## src/rtl/idu_pipe.sv

```systemverilog
// idu_pipe: pipelined RV32/RV64 instruction decode unit between IFU and EXU.
//  Fetched words arrive over a valid/ready handshake and sit in a DEPTH-entry
//  circular queue. The oldest word (or the incoming word when the queue is
//  empty) is decoded and registered into an output bundle held until EXU
//  consumes it.
// Ports:
//  clk, rst            clock, asynchronous active-high reset
//  flush_i             drop queue contents and output bundle (redirect)
//  in_valid_i/in_ready_o, inst_i, pc_i      IFU side
//  out_valid_o/out_ready_i, pc_o            EXU side handshake and PC
//  opinfo_o/alu_o/branch_o/load_o/store_o/sys_o  one-hot decode classes
//  rd_o/rs1_o/rs2_o    register fields, imm_o sign-extended immediate
//  wen_reg_o           instruction writes rd, illegal_o undecodable word
module idu_pipe #(
    parameter int XLEN  = 64,
    parameter int DEPTH = 2,
    parameter int PC_W  = 64
) (
    input  logic            clk,
    input  logic            rst,
    input  logic            flush_i,
    input  logic            in_valid_i,
    output logic            in_ready_o,
    input  logic [31:0]     inst_i,
    input  logic [PC_W-1:0] pc_i,
    output logic            out_valid_o,
    input  logic            out_ready_i,
    output logic [PC_W-1:0] pc_o,
    output logic [11:0]     opinfo_o,
    output logic [9:0]      alu_o,
    output logic [5:0]      branch_o,
    output logic [6:0]      load_o,
    output logic [3:0]      store_o,
    output logic [1:0]      sys_o,
    output logic [4:0]      rd_o,
    output logic [4:0]      rs1_o,
    output logic [4:0]      rs2_o,
    output logic [XLEN-1:0] imm_o,
    output logic            wen_reg_o,
    output logic            illegal_o
);
    localparam int CW = $clog2(DEPTH + 1);
    localparam int PW = (DEPTH > 1) ? $clog2(DEPTH) : 1;
    localparam bit RV32 = (XLEN == 32);

    typedef enum logic [2:0] {IMM_NONE, IMM_I, IMM_S, IMM_B, IMM_U, IMM_J} imm_sel_e;

    // ---------------- queue ----------------
    logic [31:0]     q_inst [DEPTH];
    logic [PC_W-1:0] q_pc   [DEPTH];
    logic [PW-1:0]   rd_ptr, wr_ptr;
    logic [CW-1:0]   count;

    logic empty, in_xfer, load_out, src_valid, pop, push, bypass;

    function automatic logic [PW-1:0] ptr_inc(input logic [PW-1:0] p);
        return (p == PW'(DEPTH - 1)) ? '0 : p + PW'(1);
    endfunction

    assign in_ready_o = (count < CW'(DEPTH));
    assign empty      = (count == '0);
    assign in_xfer    = in_valid_i & in_ready_o;
    assign load_out   = ~out_valid_o | out_ready_i;
    assign src_valid  = ~empty | in_xfer;
    assign pop        = load_out & ~empty;
    // An empty queue with a free output slot hands the word straight to decode.
    assign bypass     = load_out & empty & in_xfer;
    assign push       = in_xfer & ~bypass;

    always_ff @(posedge clk or posedge rst) begin
        if (rst) begin
            rd_ptr <= '0;
            wr_ptr <= '0;
            count  <= '0;
        end else if (flush_i) begin
            rd_ptr <= '0;
            wr_ptr <= '0;
            count  <= '0;
        end else begin
            if (push) wr_ptr <= ptr_inc(wr_ptr);
            if (pop)  rd_ptr <= ptr_inc(rd_ptr);
            case ({push, pop})
                2'b10:   count <= count + CW'(1);
                2'b01:   count <= count - CW'(1);
                default: count <= count;
            endcase
        end
    end

    // Storage needs no reset: entries are only read once count covers them.
    always_ff @(posedge clk) begin
        if (push && !flush_i) begin
            q_inst[wr_ptr] <= inst_i;
            q_pc[wr_ptr]   <= pc_i;
        end
    end

    // ---------------- decode ----------------
    logic [31:0]     s;
    logic [PC_W-1:0] s_pc;
    assign s    = empty ? inst_i : q_inst[rd_ptr];
    assign s_pc = empty ? pc_i   : q_pc[rd_ptr];

    logic [6:0]  opc, f7;
    logic [2:0]  f3;
    assign opc = s[6:0];
    assign f3  = s[14:12];
    assign f7  = s[31:25];

    logic [11:0] d_op;
    logic [9:0]  d_alu;
    logic [5:0]  d_br;
    logic [6:0]  d_ld;
    logic [3:0]  d_st;
    logic [1:0]  d_sys;
    logic        d_ill, d_wen;
    imm_sel_e    isel;
    logic [31:0] imm32;
    logic [XLEN-1:0] d_imm;

    always_comb begin
        d_op  = '0;
        d_alu = '0;
        d_br  = '0;
        d_ld  = '0;
        d_st  = '0;
        d_sys = '0;
        d_ill = 1'b0;
        isel  = IMM_NONE;
        case (opc)
            7'b0110011: begin
                d_op[0] = 1'b1;
                if (f7 == 7'h00) begin
                    case (f3)
                        3'd0: d_alu[0] = 1'b1;
                        3'd1: d_alu[5] = 1'b1;
                        3'd2: d_alu[8] = 1'b1;
                        3'd3: d_alu[9] = 1'b1;
                        3'd4: d_alu[2] = 1'b1;
                        3'd5: d_alu[6] = 1'b1;
                        3'd6: d_alu[3] = 1'b1;
                        default: d_alu[4] = 1'b1;
                    endcase
                end else if (f7 == 7'h20 && f3 == 3'd0) d_alu[1] = 1'b1;
                else if (f7 == 7'h20 && f3 == 3'd5)     d_alu[7] = 1'b1;
                else d_ill = 1'b1;
            end
            7'b0010011: begin
                d_op[1] = 1'b1;
                isel    = IMM_I;
                case (f3)
                    3'd0: d_alu[0] = 1'b1;
                    3'd2: d_alu[8] = 1'b1;
                    3'd3: d_alu[9] = 1'b1;
                    3'd4: d_alu[2] = 1'b1;
                    3'd6: d_alu[3] = 1'b1;
                    3'd7: d_alu[4] = 1'b1;
                    3'd1: if (s[31:26] == 6'd0) d_alu[5] = 1'b1; else d_ill = 1'b1;
                    default: begin
                        if (s[31:26] == 6'd0)          d_alu[6] = 1'b1;
                        else if (s[31:26] == 6'b010000) d_alu[7] = 1'b1;
                        else d_ill = 1'b1;
                    end
                endcase
                // shamt[5] only exists in RV64
                if (RV32 && (f3 == 3'd1 || f3 == 3'd5) && s[25]) d_ill = 1'b1;
            end
            7'b0111011: begin
                d_op[2] = 1'b1;
                if (f7 == 7'h00 && f3 == 3'd0)      d_alu[0] = 1'b1;
                else if (f7 == 7'h20 && f3 == 3'd0) d_alu[1] = 1'b1;
                else if (f7 == 7'h00 && f3 == 3'd1) d_alu[5] = 1'b1;
                else if (f7 == 7'h00 && f3 == 3'd5) d_alu[6] = 1'b1;
                else if (f7 == 7'h20 && f3 == 3'd5) d_alu[7] = 1'b1;
                else d_ill = 1'b1;
                if (RV32) d_ill = 1'b1;
            end
            7'b0011011: begin
                d_op[3] = 1'b1;
                isel    = IMM_I;
                if (f3 == 3'd0)                     d_alu[0] = 1'b1;
                else if (f7 == 7'h00 && f3 == 3'd1) d_alu[5] = 1'b1;
                else if (f7 == 7'h00 && f3 == 3'd5) d_alu[6] = 1'b1;
                else if (f7 == 7'h20 && f3 == 3'd5) d_alu[7] = 1'b1;
                else d_ill = 1'b1;
                if (RV32) d_ill = 1'b1;
            end
            7'b1100011: begin
                d_op[4] = 1'b1;
                isel    = IMM_B;
                case (f3)
                    3'd0: d_br[0] = 1'b1;
                    3'd1: d_br[1] = 1'b1;
                    3'd4: d_br[2] = 1'b1;
                    3'd5: d_br[3] = 1'b1;
                    3'd6: d_br[4] = 1'b1;
                    3'd7: d_br[5] = 1'b1;
                    default: d_ill = 1'b1;
                endcase
            end
            7'b1101111: begin
                d_op[5] = 1'b1;
                isel    = IMM_J;
            end
            7'b1100111: begin
                d_op[6] = 1'b1;
                isel    = IMM_I;
                if (f3 != 3'd0) d_ill = 1'b1;
            end
            7'b0000011: begin
                d_op[7] = 1'b1;
                isel    = IMM_I;
                if (f3 == 3'd7) d_ill = 1'b1;
                else d_ld[f3] = 1'b1;
                if (RV32 && (f3 == 3'd3 || f3 == 3'd6)) d_ill = 1'b1;
            end
            7'b0100011: begin
                d_op[8] = 1'b1;
                isel    = IMM_S;
                if (f3[2]) d_ill = 1'b1;
                else d_st[f3[1:0]] = 1'b1;
                if (RV32 && f3 == 3'd3) d_ill = 1'b1;
            end
            7'b0110111: begin
                d_op[9] = 1'b1;
                isel    = IMM_U;
            end
            7'b0010111: begin
                d_op[10] = 1'b1;
                isel     = IMM_U;
            end
            7'b1110011: begin
                d_op[11] = 1'b1;
                if (s == 32'h0000_0073)      d_sys[0] = 1'b1;
                else if (s == 32'h0010_0073) d_sys[1] = 1'b1;
                else d_ill = 1'b1;
            end
            default: d_ill = 1'b1;
        endcase

        // Illegal words carry no class bits so EXU cannot act on them.
        if (d_ill) begin
            d_op  = '0;
            d_alu = '0;
            d_br  = '0;
            d_ld  = '0;
            d_st  = '0;
            d_sys = '0;
            isel  = IMM_NONE;
        end
    end

    always_comb begin
        case (isel)
            IMM_I:   imm32 = {{20{s[31]}}, s[31:20]};
            IMM_S:   imm32 = {{20{s[31]}}, s[31:25], s[11:7]};
            IMM_B:   imm32 = {{19{s[31]}}, s[31], s[7], s[30:25], s[11:8], 1'b0};
            IMM_U:   imm32 = {s[31:12], 12'b0};
            IMM_J:   imm32 = {{11{s[31]}}, s[31], s[19:12], s[20], s[30:21], 1'b0};
            default: imm32 = '0;
        endcase
    end

    assign d_imm = XLEN'($signed(imm32));
    assign d_wen = ~d_ill & ~(d_op[4] | d_op[8] | d_op[11]);

    // ---------------- output register ----------------
    always_ff @(posedge clk or posedge rst) begin
        if (rst) begin
            out_valid_o <= 1'b0;
            pc_o        <= '0;
            opinfo_o    <= '0;
            alu_o       <= '0;
            branch_o    <= '0;
            load_o      <= '0;
            store_o     <= '0;
            sys_o       <= '0;
            rd_o        <= '0;
            rs1_o       <= '0;
            rs2_o       <= '0;
            imm_o       <= '0;
            wen_reg_o   <= 1'b0;
            illegal_o   <= 1'b0;
        end else if (flush_i) begin
            out_valid_o <= 1'b0;
        end else if (load_out) begin
            out_valid_o <= src_valid;
            if (src_valid) begin
                pc_o      <= s_pc;
                opinfo_o  <= d_op;
                alu_o     <= d_alu;
                branch_o  <= d_br;
                load_o    <= d_ld;
                store_o   <= d_st;
                sys_o     <= d_sys;
                rd_o      <= s[11:7];
                rs1_o     <= s[19:15];
                rs2_o     <= s[24:20];
                imm_o     <= d_imm;
                wen_reg_o <= d_wen;
                illegal_o <= d_ill;
            end
        end
    end
endmodule

```

## config.mk

```make
export PLATFORM = sky130hd
export DESIGN_NAME = idu_pipe
export DESIGN_NICKNAME = d
export VERILOG_FILES = /design/src/rtl/idu_pipe.sv
export SDC_FILE = /design/constraint.sdc
export NUM_CORES = 1
export LEC_CHECK = 0
export BUFFER_PORTS_ARGS = -buffer_cell sky130_fd_sc_hd__buf_2
export CORE_UTILIZATION = 30
export CTS_CLUSTER_DIAMETER = 80
export DETAILED_ROUTE_END_ITERATION = 12
export SLEW_MARGIN = 20
export SYNTH_ARGS = -nofsm -noshare
export SYNTH_HDL_FRONTEND = slang
export SYNTH_SLANG_ARGS = --single-unit
```

## constraint.sdc

```tcl
create_clock -name clk -period 23.4 [get_ports clk]
set_clock_uncertainty 0.05 [all_clocks]
set_input_delay 0 -clock clk [delete_from_list [all_inputs] [get_ports clk]]
set_output_delay 0 -clock clk [all_outputs]
set_load 0.1 [all_outputs]
```

==> results of run 1 <==
==> final cells by class <==
type,instances,area [sq um],area share
well taps,615,769,0.0410
repair buffers,400,2540,0.135
clock inverters,16,170,0.00907
diodes,3,7.51,0.000400
multi-input cells,748,4310,0.230
clock buffers,59,1210,0.0644
flip-flops and latches,351,9750,0.519
inverters,3,16.3,0.000867
==> worst max path at each step <==
stage | end | slack, ns | depth (start not counted) | from
finish | imm_o[29] | 19.05 | 8 | rd_ptr
global placement | imm_o[29] | 19.28 | 8 | rd_ptr
floorplan | q_inst[1][0] | 14.07 | 4 | out_valid_o
CTS | imm_o[8] | 19.12 | 8 | count[0]
detailed placement | imm_o[29] | 19.15 | 8 | rd_ptr
global route | imm_o[29] | 18.69 | 7 | count[0]
==> cells by family (layout without fill, tap and decap cells) <==
family,Yosys count,after routing,synth area share
buffers and inverters,105,478,0.0374
AND/OR/NAND/NOR,343,343,0.0984
multiplexers,115,115,0.0814
AO/OA/AOI/OAI,288,288,0.113
flip-flops,351,351,0.669
other,0,3,0
XOR/XNOR,2,2,0.00120
==> metrics by stage <==
| stage | total power (W) | hold slack, ns | cells | setup WS, ns |
|---|---|---|---|---|
| floorplan | 0.00105 | 0.0489 | 1204 | 14.07 |
| global placement | 0.00113 | 0.155 | 2016 | 19.28 |
| detailed placement | 0.00113 | 0.158 | 2016 | 19.15 |
| CTS | 0.00180 | 0.103 | 2192 | 19.12 |
| global route | 0.00185 | 0.128 | 2194 | 18.69 |
| finish | 0.00178 | 0.121 | 2195 | 19.05 |
==> routing by layer <==
metal | global-route usage | wire (um) | vias up
li1 | - | - | 4999
met1 | 0.222 | 18300 | 5333
met2 | 0.273 | 19900 | 377
met3 | 0.0389 | 3020 | 65
met4 | 0.0614 | 1040 | 4
met5 | 0 | 27 | -
==> cells in the mapped netlist (2+ instances only) <==
cell / n / area (sq um)
buf_1: 12 / 45.0
nor2b_1: 3 / 18.8
or3_1: 4 / 25.0
mux2_2: 21 / 236
clkbuf_1: 41 / 154
a32o_1: 2 / 20.0
edfxtp_1: 192 / 5770
a21o_1: 7 / 52.6
nor3_1: 17 / 85.1
o21ai_1: 24 / 120
a22oi_1: 2 / 15.0
o21ai_0: 106 / 531
nand2_1: 167 / 627
a211oi_1: 3 / 22.5
o31ai_1: 22 / 165
nor2_1: 115 / 432
or2_2: 2 / 12.5
o22a_1: 10 / 87.6
mux2i_1: 92 / 921
mux2i_2: 2 / 27.5
dfrtp_1: 159 / 3980
nor4_1: 3 / 18.8
o211ai_1: 4 / 30.0
nand4_1: 9 / 56.3
a211o_1: 2 / 17.5
a21oi_1: 94 / 470
inv_1: 3 / 11.3
buf_4: 33 / 248
nand4b_1: 2 / 17.5
buf_2: 15 / 75.1
nand3_1: 12 / 60.1
==> power by group <==
part	switching (W)	internal, W
Clock	0.000258	0.000394
Sequential	0.0000220	0.000690
Combinational	0.000350	0.0000701
Total	0.000629	0.00115
==> critical path: stages, from the launching register on <==
cell      delay (ns)
dfrtp_4         1.04
mux2_2          0.45
a211oi_1        0.53
o211ai_1        0.50
or3_1           0.48
o211ai_1        0.15
nor3_4          0.16
a21oi_2         0.60
o21ai_0         0.18
==> registers in the layout, indices dropped and copies added, names as in the netlist, 4 cells and up <==
register,flops
store_o,4
imm_o,32
q_pc,128
rd_o,5
pc_o,64
opinfo_o,12
alu_o,10
rs1_o,5
rs2_o,5
q_inst,64
load_o,7
branch_o,6
==> timing repair <==
| item | CTS | global route |
|---|---|---|
| hold endpoints to repair | 389 | 0 |
| setup buffers | 0 | 0 |
| hold buffers | 101 | 0 |
==> impl_metrics.ini, run 1 <==
[worst_setup_path]
regToRegEndpoint = imm_o[29]
rr_startpoint = rd_ptr
start_kind = flop
rr_worst_depth = 8
cp.arrival_ns = 4.71
worstPathRequired_ns = 23.76
critPathKind = flop to flop
crit_path_end_kind = flop
regToRegSetupSlack_ns = 19.05
crit_path_max_fanout = 58

[sta]
rsz0062_at_grt = false
worst_slew_pin_slew_ns = 1.08
clock.fmax_mhz = 230
setup_violations = 0
period_needed_ns = 4.35
setup-tns-final_ns = 0
period_share = 0.186
hold_viol = 0
relSlewSlack = 0.282
maxSlewViolCount = 0

[grt]
antenna_found_initial = 5
grt_overflow = 0
grt_pass1_wl_um = 64900
grtUsageTotal = 0.169
grt_start_max_net_pins = 99
grt_pass1_vias = 11000

[clock_tree]
ctsResizeCount = 0
cts_buffers = 41
cts_tree = done
clock_path_buffers = 3
clkTransAtPathRegs_ns = 0.06
root_buffer = clkbuf_16
cts_sinks = 351
clock_latency_ns = 0.55
htreeDepth = 2

[drt]
detail_route.wirelength_um = 42300
first_pass_iters = 5
vias = 10800
routed_via_density = 4.91
wl_per_cell_um = 19.3
drc_errors = 0
postRouteAntennaNets = 0
first_iter_violations = 665

[final_layout]
final_area_sq_um = 18800
layout.core_utilization = 0.392
syn_to_final_growth_pct = 28.9
drive_gt1_frac = 0.252
final_common_cell = buf_2
fin_nets = 1646
final_cell_mix = 288 x buf_2, 192 x edfxtp_1, 167 x nand2_1, 158 x dfrtp_1, 114 x nor2_1
n_fill_cell = 4573

[logic_synthesis]
ys_seq_area_frac = 0.669
synth_cell_type_count = 55
synth_ff_type = edfxtp_1
syn_area_per_cell_sq_um = 12.1
async_reset_ff_frac = 0.453
yosysWarnings = 0
ys_seq_elements = 351
synth_nets = 1305
syn_inst = 1204
synth_edf_count = 192
netlist_area_sq_um = 14600

[floorplanning]
core_area_sq_um = 47800
fp-row-count = 80
io_pins = 289
die_h_um = 222
die-area_sq_um = 49400
dieWidth_um = 222
initial_core_util = 0.304

[worst_hold_path]
hp-class = input pin to async pin

[place]
io_buffers = 288
gp_congestion = 0.847
detailed_place_hpwl_um = 27800
placed_cell_area_sq_um = 16400

[pwr]
power.density_nw_per_um2 = 95.0
vdd_drop_max_v = 0.0000585
p_leak_nw = 7.64

[outcome]
outcome = completed

[run]
cap_viol_max_count = 0
Power figures use the tool's default switching activity.
==> inputs of run 2 (changes only) <==
==> constraint.sdc (replaced) <==
create_clock -name clk -period 3.98 [get_ports clk]
set_clock_uncertainty 0.05 [all_clocks]
set_input_delay 0 -clock clk [delete_from_list [all_inputs] [get_ports clk]]
set_output_delay 0 -clock clk [all_outputs]
set_load 0.1 [all_outputs]
==> run 2 against run 1 <==
Compared with the run above: the run now ends with negative hold slack left; register-to-register slack got worse by 18 ns; sequential share of layout area fell by 0.45 points; wire length fell by 3.9%; critical endpoint unchanged; via count fell by 1.1%.
==> impl_metrics.ini, run 2 (synthesis results as in run 1) <==
[grt]
top_usage_layer = met2
grt_start_max_net_pins = 160
grt_pass1_wl_um = 63200
met2_usage = 0.264
use_met1 = 0.213
grt_overflow = 0
grt_pass1_vias = 10800
grt_use_met3 = 0.0469
antenna_found_initial = 1
grtUsageTotal = 0.165

[drt]
routed_via_density = 4.83
postRouteAntennaNets = 0
first_iter_violations = 767
drc_errors = 0
wl_per_cell_um = 18.4
detail_route.wirelength_um = 40600
vias = 10700
first_pass_iters = 6

[clock_tree]
root_buffer = clkbuf_16
clkTransAtPathRegs_ns = 0.06
cts_tree = done
htreeDepth = 2
post_cts_buffers = 0
ctsResizeCount = 0
cts_buffers = 40
clock_path_buffers = 3
clock_latency_ns = 0.55
cts-hold-fix-buffers = 102
cts_sinks = 351

[final_layout]
antenna_cells = 0
fin_nets = 1662
layout.core_utilization = 0.396
final_cell_mix = 288 x buf_2, 192 x edfxtp_1, 167 x nand2_1, 157 x dfrtp_1, 114 x nor2_1
drive_gt1_frac = 0.261
final_common_cell = buf_2
reg_top3 = q_pc (128), pc_o (64), q_inst (64)
largest_register_ffs = 128
final_cells = 2208
syn_to_final_growth_pct = 30.0
max_flop_register = q_pc
n_fill_cell = 4656

[worst_setup_path]
crit_slowest_cell = or2_2
crit_path_max_fanout = 27
cpPeakStageDelay_ns = 0.54
path_cells = or2_2 -> a21oi_1 -> nand3_1 -> nor3_1 -> a41o_1 -> nor3_4 -> buf_4 -> a21oi_2 -> o21ai_0
crit_path_end_kind = flop
rr_startpoint = count[0]
start_kind = flop
cp.arrival_ns = 3.78
startpoint = count[0]
critPathKind = flop to flop
worstPathRequired_ns = 4.34

[floorplanning]
io_pins = 289
dieWidth_um = 222
core_area_sq_um = 47800
die_h_um = 222
die-area_sq_um = 49400
initial_core_util = 0.304
fp-row-count = 80

[place]
pre_cts_ws_ns = 0.588
dp_cells = 2031
gp_congestion = 0.877
io_buffers = 288
detailed_place_hpwl_um = 26300

[sta]
worst_slew_pin_slew_ns = 0.984
setup_violations = 0
maxSlewViolCount = 0
rsz0062_at_grt = false
holdWs_ns = -0.00835
period_share = 0.860
worst_slack_ns = 0.558
clock.fmax_mhz = 292
relSlewSlack = 0.344
setup-tns-final_ns = 0
period_needed_ns = 3.42
hold_viol = 7

[pwr]
total_power_w = 0.0104
vdd_drop_max_v = 0.000382
power.density_nw_per_um2 = 548
p_leak_nw = 7.73

[outcome]
outcome = complete, but fails checks
failed_checks = negative hold slack

[worst_hold_path]
hp-class = input pin to async pin

[run]
cap_viol_max_count = 0
-- run 2: per-stage QoR --
stage / instance area (sq um) / hold slack, ns
final: 18900 / -0.00835
after global routing: 18900 / 0.0276
after CTS: 18900 / 0.0955
after detailed placement: 16500 / 0.156
after global placement: 16500 / 0.157
after floorplan: 14600 / 0.0489
-- run 2: power breakdown --
part           switching (W)  leakage, nW  internal [W]
Clock                0.00146        0.659       0.00225
Sequential          0.000120         3.80       0.00406
Combinational        0.00206         3.27      0.000429
-- run 2: final cells by class --
type	count	area, sq um	area share
multi-input cells	748	4330	0.229
well taps	615	769	0.0406
inverters	3	15.0	0.000793
clock buffers	60	1180	0.0623
repair buffers	417	2740	0.144
flip-flops and latches	351	9750	0.515
clock inverters	14	159	0.00839
-- run 2: path summary, 6_finish.rpt --
kind	to	depth (start not counted)	slack, ns
worst max-delay path	imm_o[29]	9	0.56
worst min-delay path	alu_o[3]	4	-0.008
worst max register to register	imm_o[29]	9	0.56
worst min register to register	pc_o[33]	2	0.42
max in group asynchronous	pc_o[50]	5	2.87
min in group clk	q_pc[0][10]	2	0.14
-- run 2: layer usage --
layer / share of wire / vias to the layer above
met5: 0.00030 / -
met2: 0.47 / 356
li1: - / 5031
met3: 0.068 / 66
met1: 0.43 / 5209
met4: 0.031 / 2
-- run 2: worst max-delay path: cells and delay by family, from the launching register on --
kind | cells | cell delay, ns
and+or+nand+nor | 4 | 1.25
AOI/OAI and AO/OA | 4 | 1.39
DFF | 1 | 0.37
buffers and inverters | 1 | 0.21
